<file path="src/rtl/ycbcr2rgb.sv">
// Full-range BT.601 YCbCr 4:4:4 to 8-bit RGB, fixed 3-stage pipeline with sync/valid alignment.
// Also reports the number of saturated pixels seen in each completed frame.
module ycbcr2rgb #(
  parameter int unsigned CNT_W  = 24,
  parameter bit          RND_EN = 1'b1
) (
  input  logic             clk,
  input  logic             rst_n,
  input  logic             per_img_vsync,
  input  logic             per_img_herf,
  input  logic             per_img_valid,
  input  logic [7:0]       per_img_Y,
  input  logic [7:0]       per_img_Cb,
  input  logic [7:0]       per_img_Cr,
  output logic             post_img_vsync,
  output logic             post_img_herf,
  output logic             post_img_valid,
  output logic [7:0]       post_img_red,
  output logic [7:0]       post_img_green,
  output logic [7:0]       post_img_blue,
  output logic [CNT_W-1:0] clip_cnt,
  output logic             frame_done
);

  // Sync/valid delay lines, bit 2 is the output stage
  logic [2:0] vs_d, vs_q, hf_d, hf_q, vd_d, vd_q;

  // S1
  logic [7:0]        y1_d, y1_q;
  logic signed [8:0] dcb1_d, dcb1_q, dcr1_d, dcr1_q;

  // S2
  logic [15:0]        y2_d, y2_q;
  logic signed [17:0] pr2_d, pr2_q, pgb2_d, pgb2_q, pgr2_d, pgr2_q, pb2_d, pb2_q;

  // S3
  logic signed [19:0] rnd, sum_r, sum_g, sum_b, y_ext;
  logic signed [11:0] sh_r, sh_g, sh_b;
  logic [7:0]         red_d, red_q, green_d, green_q, blue_d, blue_q;
  logic               clip3_d, clip3_q;

  // Frame statistics
  logic             vs_prev_d, vs_prev_q, armed_d, armed_q, frame_done_d, frame_done_q;
  logic [CNT_W-1:0] run_d, run_q, clip_cnt_d, clip_cnt_q;
  logic             rise, clip_pix;

  function automatic logic [7:0] clamp8(input logic signed [11:0] v);
    logic [7:0] r;
    if (v < 12'sd0)        r = 8'd0;
    else if (v > 12'sd255) r = 8'hff;
    else                   r = v[7:0];
    return r;
  endfunction

  function automatic logic is_sat(input logic signed [11:0] v);
    return (v < 12'sd0) || (v > 12'sd255);
  endfunction

  always_comb begin
    vs_d = {vs_q[1:0], per_img_vsync};
    hf_d = {hf_q[1:0], per_img_herf};
    vd_d = {vd_q[1:0], per_img_valid};

    y1_d   = per_img_Y;
    dcb1_d = $signed({1'b0, per_img_Cb}) - 9'sd128;
    dcr1_d = $signed({1'b0, per_img_Cr}) - 9'sd128;

    y2_d   = {y1_q, 8'h00};
    pr2_d  = 18'(dcr1_q) * 18'sd359;
    pgb2_d = 18'(dcb1_q) * 18'sd88;
    pgr2_d = 18'(dcr1_q) * 18'sd183;
    pb2_d  = 18'(dcb1_q) * 18'sd454;

    rnd   = RND_EN ? 20'sd128 : 20'sd0;
    y_ext = $signed({4'b0000, y2_q});
    sum_r = y_ext + 20'(pr2_q) + rnd;
    sum_g = y_ext - 20'(pgb2_q) - 20'(pgr2_q) + rnd;
    sum_b = y_ext + 20'(pb2_q) + rnd;
    sh_r  = 12'(sum_r >>> 8);
    sh_g  = 12'(sum_g >>> 8);
    sh_b  = 12'(sum_b >>> 8);

    red_d   = clamp8(sh_r);
    green_d = clamp8(sh_g);
    blue_d  = clamp8(sh_b);
    clip3_d = is_sat(sh_r) | is_sat(sh_g) | is_sat(sh_b);
  end

  // A clipped pixel arriving with the vsync rise belongs to the new frame
  always_comb begin
    rise     = vs_q[2] & ~vs_prev_q;
    clip_pix = vd_q[2] & clip3_q;

    vs_prev_d    = vs_q[2];
    frame_done_d = rise;
    armed_d      = armed_q | rise;
    clip_cnt_d   = clip_cnt_q;
    run_d        = run_q;
    if (rise) begin
      clip_cnt_d = armed_q ? run_q : '0;
      run_d      = clip_pix ? CNT_W'(1) : '0;
    end else if (clip_pix && (run_q != {CNT_W{1'b1}})) begin
      run_d = run_q + CNT_W'(1);
    end
  end

  always_ff @(posedge clk) begin
    if (!rst_n) begin
      vs_q         <= '0;
      hf_q         <= '0;
      vd_q         <= '0;
      y1_q         <= '0;
      dcb1_q       <= '0;
      dcr1_q       <= '0;
      y2_q         <= '0;
      pr2_q        <= '0;
      pgb2_q       <= '0;
      pgr2_q       <= '0;
      pb2_q        <= '0;
      red_q        <= '0;
      green_q      <= '0;
      blue_q       <= '0;
      clip3_q      <= 1'b0;
      vs_prev_q    <= 1'b0;
      armed_q      <= 1'b0;
      frame_done_q <= 1'b0;
      run_q        <= '0;
      clip_cnt_q   <= '0;
    end else begin
      vs_q         <= vs_d;
      hf_q         <= hf_d;
      vd_q         <= vd_d;
      y1_q         <= y1_d;
      dcb1_q       <= dcb1_d;
      dcr1_q       <= dcr1_d;
      y2_q         <= y2_d;
      pr2_q        <= pr2_d;
      pgb2_q       <= pgb2_d;
      pgr2_q       <= pgr2_d;
      pb2_q        <= pb2_d;
      red_q        <= red_d;
      green_q      <= green_d;
      blue_q       <= blue_d;
      clip3_q      <= clip3_d;
      vs_prev_q    <= vs_prev_d;
      armed_q      <= armed_d;
      frame_done_q <= frame_done_d;
      run_q        <= run_d;
      clip_cnt_q   <= clip_cnt_d;
    end
  end

  assign post_img_vsync = vs_q[2];
  assign post_img_herf  = hf_q[2];
  assign post_img_valid = vd_q[2];
  assign post_img_red   = red_q;
  assign post_img_green = green_q;
  assign post_img_blue  = blue_q;
  assign clip_cnt       = clip_cnt_q;
  assign frame_done     = frame_done_q;

endmodule

</file>
<file path="config.mk">
export PLATFORM = sky130hd
export DESIGN_NAME = ycbcr2rgb
export DESIGN_NICKNAME = d
export VERILOG_FILES = /design/src/rtl/ycbcr2rgb.sv
export SDC_FILE = /design/constraint.sdc
export NUM_CORES = 1
export LEC_CHECK = 0
export CAP_MARGIN = 20
export CORE_AREA = 2 2 166 184
export CTS_CLUSTER_DIAMETER = 40
export DETAILED_ROUTE_END_ITERATION = 10
export DIE_AREA = 0 0 168 186
export PLACE_DENSITY = 0.67
export SLEW_MARGIN = 10
export SYNTH_ARGS = -nofsm -noshare
export SYNTH_HDL_FRONTEND = slang
export SYNTH_SLANG_ARGS = --single-unit
</file>
<file path="constraint.sdc">
create_clock -name clk -period 5.25 [get_ports clk]
set_input_delay 1.05 -clock clk [delete_from_list [all_inputs] [get_ports clk]]
set_output_delay 1.05 -clock clk [all_outputs]
set_load 0.005 [all_outputs]
</file>
==> summary.md <==
| Metric | Value |
|---|---|
| PnR worst setup slack | `0.3991 ns` |
| Dpl hpwl | `19.39 mm` |
| Maximum VDD drop | `0.2269 mV` |
| Reg2Reg Depth | `17` |
| Via density | `4.865` |
| Post-synth EDFFs | `0` |
| CTS tree | `done` |
| Max Clk Rate | `206.1 MHz` |
| Vias | `8265` |
| Setup tns final | `0 ns` |
| Clock transition at the registers of the reported paths | `0.07 ns` |
| Drt wl/cell | `14.28 um` |
| Dpl ws | `roughly 0.37 ns` |
| Cts bufs inserted | `17` |
| Synth Net Count | `1503` |
| 1st-iter DRT viols | `376` |
| WL final | `24.27 mm` |
| Async S/R FF share, synth | `0` |
| ANT nets after route | `0` |
| Post-route insts no fill | `1699` |
| Critical Path Source | `dcr1_q[4]$_SDFF_PN0_` |
| Placed inst area | `12870 um2` |
| Inst Count DP | `1668` |
| First-pass GRT wire length | `40.78 mm` |
| Rows | `66` |
| Share of cells above drive strength 1 | `0.05057` |
| P&R area growth vs syn | `15.96%` |
| Status | `finished clean` |
| Gpl congestion | `between 0.8 and 0.9` |
| Worst skew pair latency | `0.44 ns` |
| Min-Delay Startpoint | `vd_q[1]$_SDFF_PN0_` |
| Fin. Hold Viols | `0` |
| DIE WIDTH | `168 um` |
| Initial antenna violation count | `0` |
| Synthesized area | `11610 um2` |
| Drt first pass iters | `5` |
| Worst reg2reg startpoint | `dcr1_q[4]$_SDFF_PN0_` |
| CTS sink count | `about 170` |
| DIE AREA | `31250 um2` |
| Design area | `around 13000 um2` |
| Synth cell types | `71` |
| Crit. End Element | `flop` |
| Fin nets | `1592` |
| Total GRT Usage | `0.1654` |
| Critical Path Start Type | `flop` |
| Kind of critical path | `flop to flop` |
| Mapped Cells | `1224` |
| Post-CTS sizing | `0` |
| Starting Density | `0.3961` |
| Cell area power density | `395.6 nW/um2` |
| Clock tree root buffer cell | `clkbuf_16` |
| Port-buffer cells | `80` |
| RSZ-0062 raised after global routing | `no` |
| Core ar. | `29320 um2` |
| Synthesized area per cell | `about 9.5 um2` |
| Synth warn | `0` |
| Final setup viols | `0` |
| Die Y | `186 um` |
| Critical path arrival | `5.21 ns` |
| Hold-fix buffers, CTS | `0` |
| CP required | `5.61 ns` |
| Total gr overflow | `0` |
| Tmin final | `4.851 ns` |
| Final-layout fill cell count | `2732` |
| Worst-margin pin slew | `0.9187 ns` |
| Postcts setup bufs | `0` |
| # diodes | `0` |
| Max Slew Vio Count | `0` |
| Slew HR | `0.3778` |
| Hold Path Class | `flop to flop` |
| Ports | `81` |
| #FFs+latches synth | `171` |
| Final period util | `0.9240` |
| Lkg Pwr | `6.332 nW` |
| Setup Skew | `0.009990 ns` |
| Worst Path Max Fanout | `7` |
| Primary FF master, synth | `dfxtp_1` |
| Number of global-route vias before repair | `8320` |
| Clk buf depth | `2` |
| # DRC | `0` |
| Max cap viols | `0` |
| Largest net degree at the start of global routing | `61` |
| Seq/Total Area, Yosys | `0.2948` |
| H-tree Lvls | `4` |
| Worst hold stages | `1` |
## through the flow
step / total power [mW] / hold WS [ns] / util
finish: 5.326 / 0.4335 / 0.4593
CTS: 5.376 / 0.4357 / 0.4593
detailed placement: 4.063 / 0.4189 / 0.4391
floorplan: 3.487 / 0.4119 / -
global placement: 4.029 / 0.4136 / 0.4391
global route: 5.806 / 0.4474 / 0.4593
## synth_stat cells (12+ instances only)
library cell / count / share of area
a21o_1: 17 / 0.011
ha_1: 181 / 0.20
dfxtp_1: 171 / 0.29
nand3_1: 15 / 0.0065
fa_1: 69 / 0.12
nor2_1: 84 / 0.027
xnor2_1: 68 / 0.051
o21bai_1: 18 / 0.012
a22o_1: 24 / 0.018
or3_1: 12 / 0.0065
xor2_1: 21 / 0.016
clkbuf_1: 16 / 0.0052
inv_1: 194 / 0.063
a21oi_1: 67 / 0.029
nor3_1: 20 / 0.0086
o21ai_0: 27 / 0.012
and2_1: 60 / 0.032
nand2_1: 42 / 0.014
## worst paths after layout
path	slack (ns)	to
setup / recovery	0.40	pr2_q[17]$_SDFF_PN0_
hold / removal	0.43	vd_q[2]$_SDFF_PN0_
setup reg to reg	0.40	pr2_q[17]$_SDFF_PN0_
hold reg to reg	0.43	vd_q[2]$_SDFF_PN0_
## where the power goes
part	switching [mW]	total [mW]	internal (mW)
clock network	0.565	1.28	0.714
logic	1.34	2.50	1.16
registers	0.0785	1.55	1.47
## per-layer routing
layer | track usage | share of wire | vias up
li1 | - | - | 4221
met1 | 0.2029 | 0.46 | 3874
met2 | 0.2940 | 0.49 | 143
met3 | 0.02764 | 0.030 | 27
met4 | 0.05739 | 0.020 | 0
met5 | 0 | 0 | -
## state kept, by name (all words and copies together) (netlist names)
name            cells
clip3_q             1
vs_q                3
vd_q                3
pb2_q              11
post_img_green      8
hf_q                3
post_img_blue       8
post_img_red        8
pgb2_q             14
y1_q                8
run_q              24
dcb1_q              8
pr2_q              13
vs_prev_q           1
clip_cnt           24
frame_done          1
pgr2_q             16
dcr1_q              8
armed_q             1
y2_q                8
## logic make-up (layout without fill, tap and decap cells)
logic type / after synthesis / after routing / synth area share
flops: 171 / 171 / 0.2948
buf+inv: 216 / 317 / 0.07047
simple gates: 281 / 281 / 0.1251
mux: 7 / 7 / 0.006034
fa+ha+maj: 250 / 250 / 0.3140
xor+xnor: 89 / 89 / 0.06713
compound gates: 210 / 210 / 0.1225
## worst max-delay path, stage by stage, from the launching register on
cell and delay [ns]:
dfxtp_1 0.53, ha_1 0.27, inv_1 0.10, fa_1 0.57, fa_1 0.44, fa_1 0.54
inv_1 0.04, ha_1 0.29, ha_1 0.28, inv_1 0.05, o21ba_2 0.22, o21a_1 0.18
nor3_1 0.34, o31ai_1 0.15, a21boi_0 0.27, o21ai_0 0.17, a21o_1 0.20, a21oi_1 0.11
## layout by cell type, fill, tap and decap left out, types with 6 or more instances in the layout
| cell type | synthesis | layout |
|---|---|---|
| o21bai_1 | 18 | 18 |
| nand2_1 | 42 | 42 |
| a21boi_0 | 8 | 8 |
| clkdlybuf4s50_1 | 0 | 79 |
| mux2i_1 | 7 | 7 |
| dfxtp_1 | 171 | 170 |
| a211oi_1 | 7 | 7 |
| nor2b_1 | 6 | 6 |
| or2_2 | 7 | 7 |
| a21o_1 | 17 | 17 |
| fa_1 | 69 | 69 |
| nand3_1 | 15 | 15 |
| o21a_1 | 7 | 7 |
| a21oi_1 | 67 | 67 |
| xnor2_1 | 68 | 68 |
| buf_4 | 0 | 11 |
| inv_1 | 194 | 194 |
| nor2_1 | 84 | 84 |
| or3_1 | 12 | 12 |
| nor3_1 | 20 | 20 |
| and2_1 | 60 | 60 |
| xor2_1 | 21 | 21 |
| a22o_1 | 24 | 24 |
| ha_1 | 181 | 181 |
| o21ai_0 | 27 | 27 |
| and3_1 | 7 | 7 |
| clkbuf_16 | 0 | 17 |
## layout make-up
cell class,count,area [um2],share of cell area
clock inverters,13,162.7,0.01208
well taps,374,467.9,0.03475
flip-flops and latches,171,3425,0.2543
repair buffers,91,878.3,0.06523
multi-input cells,837,7371,0.5474
inverters,195,732.0,0.05436
clock buffers,18,429.2,0.03187
No activity file was read; power rests on OpenSTA's default activity.
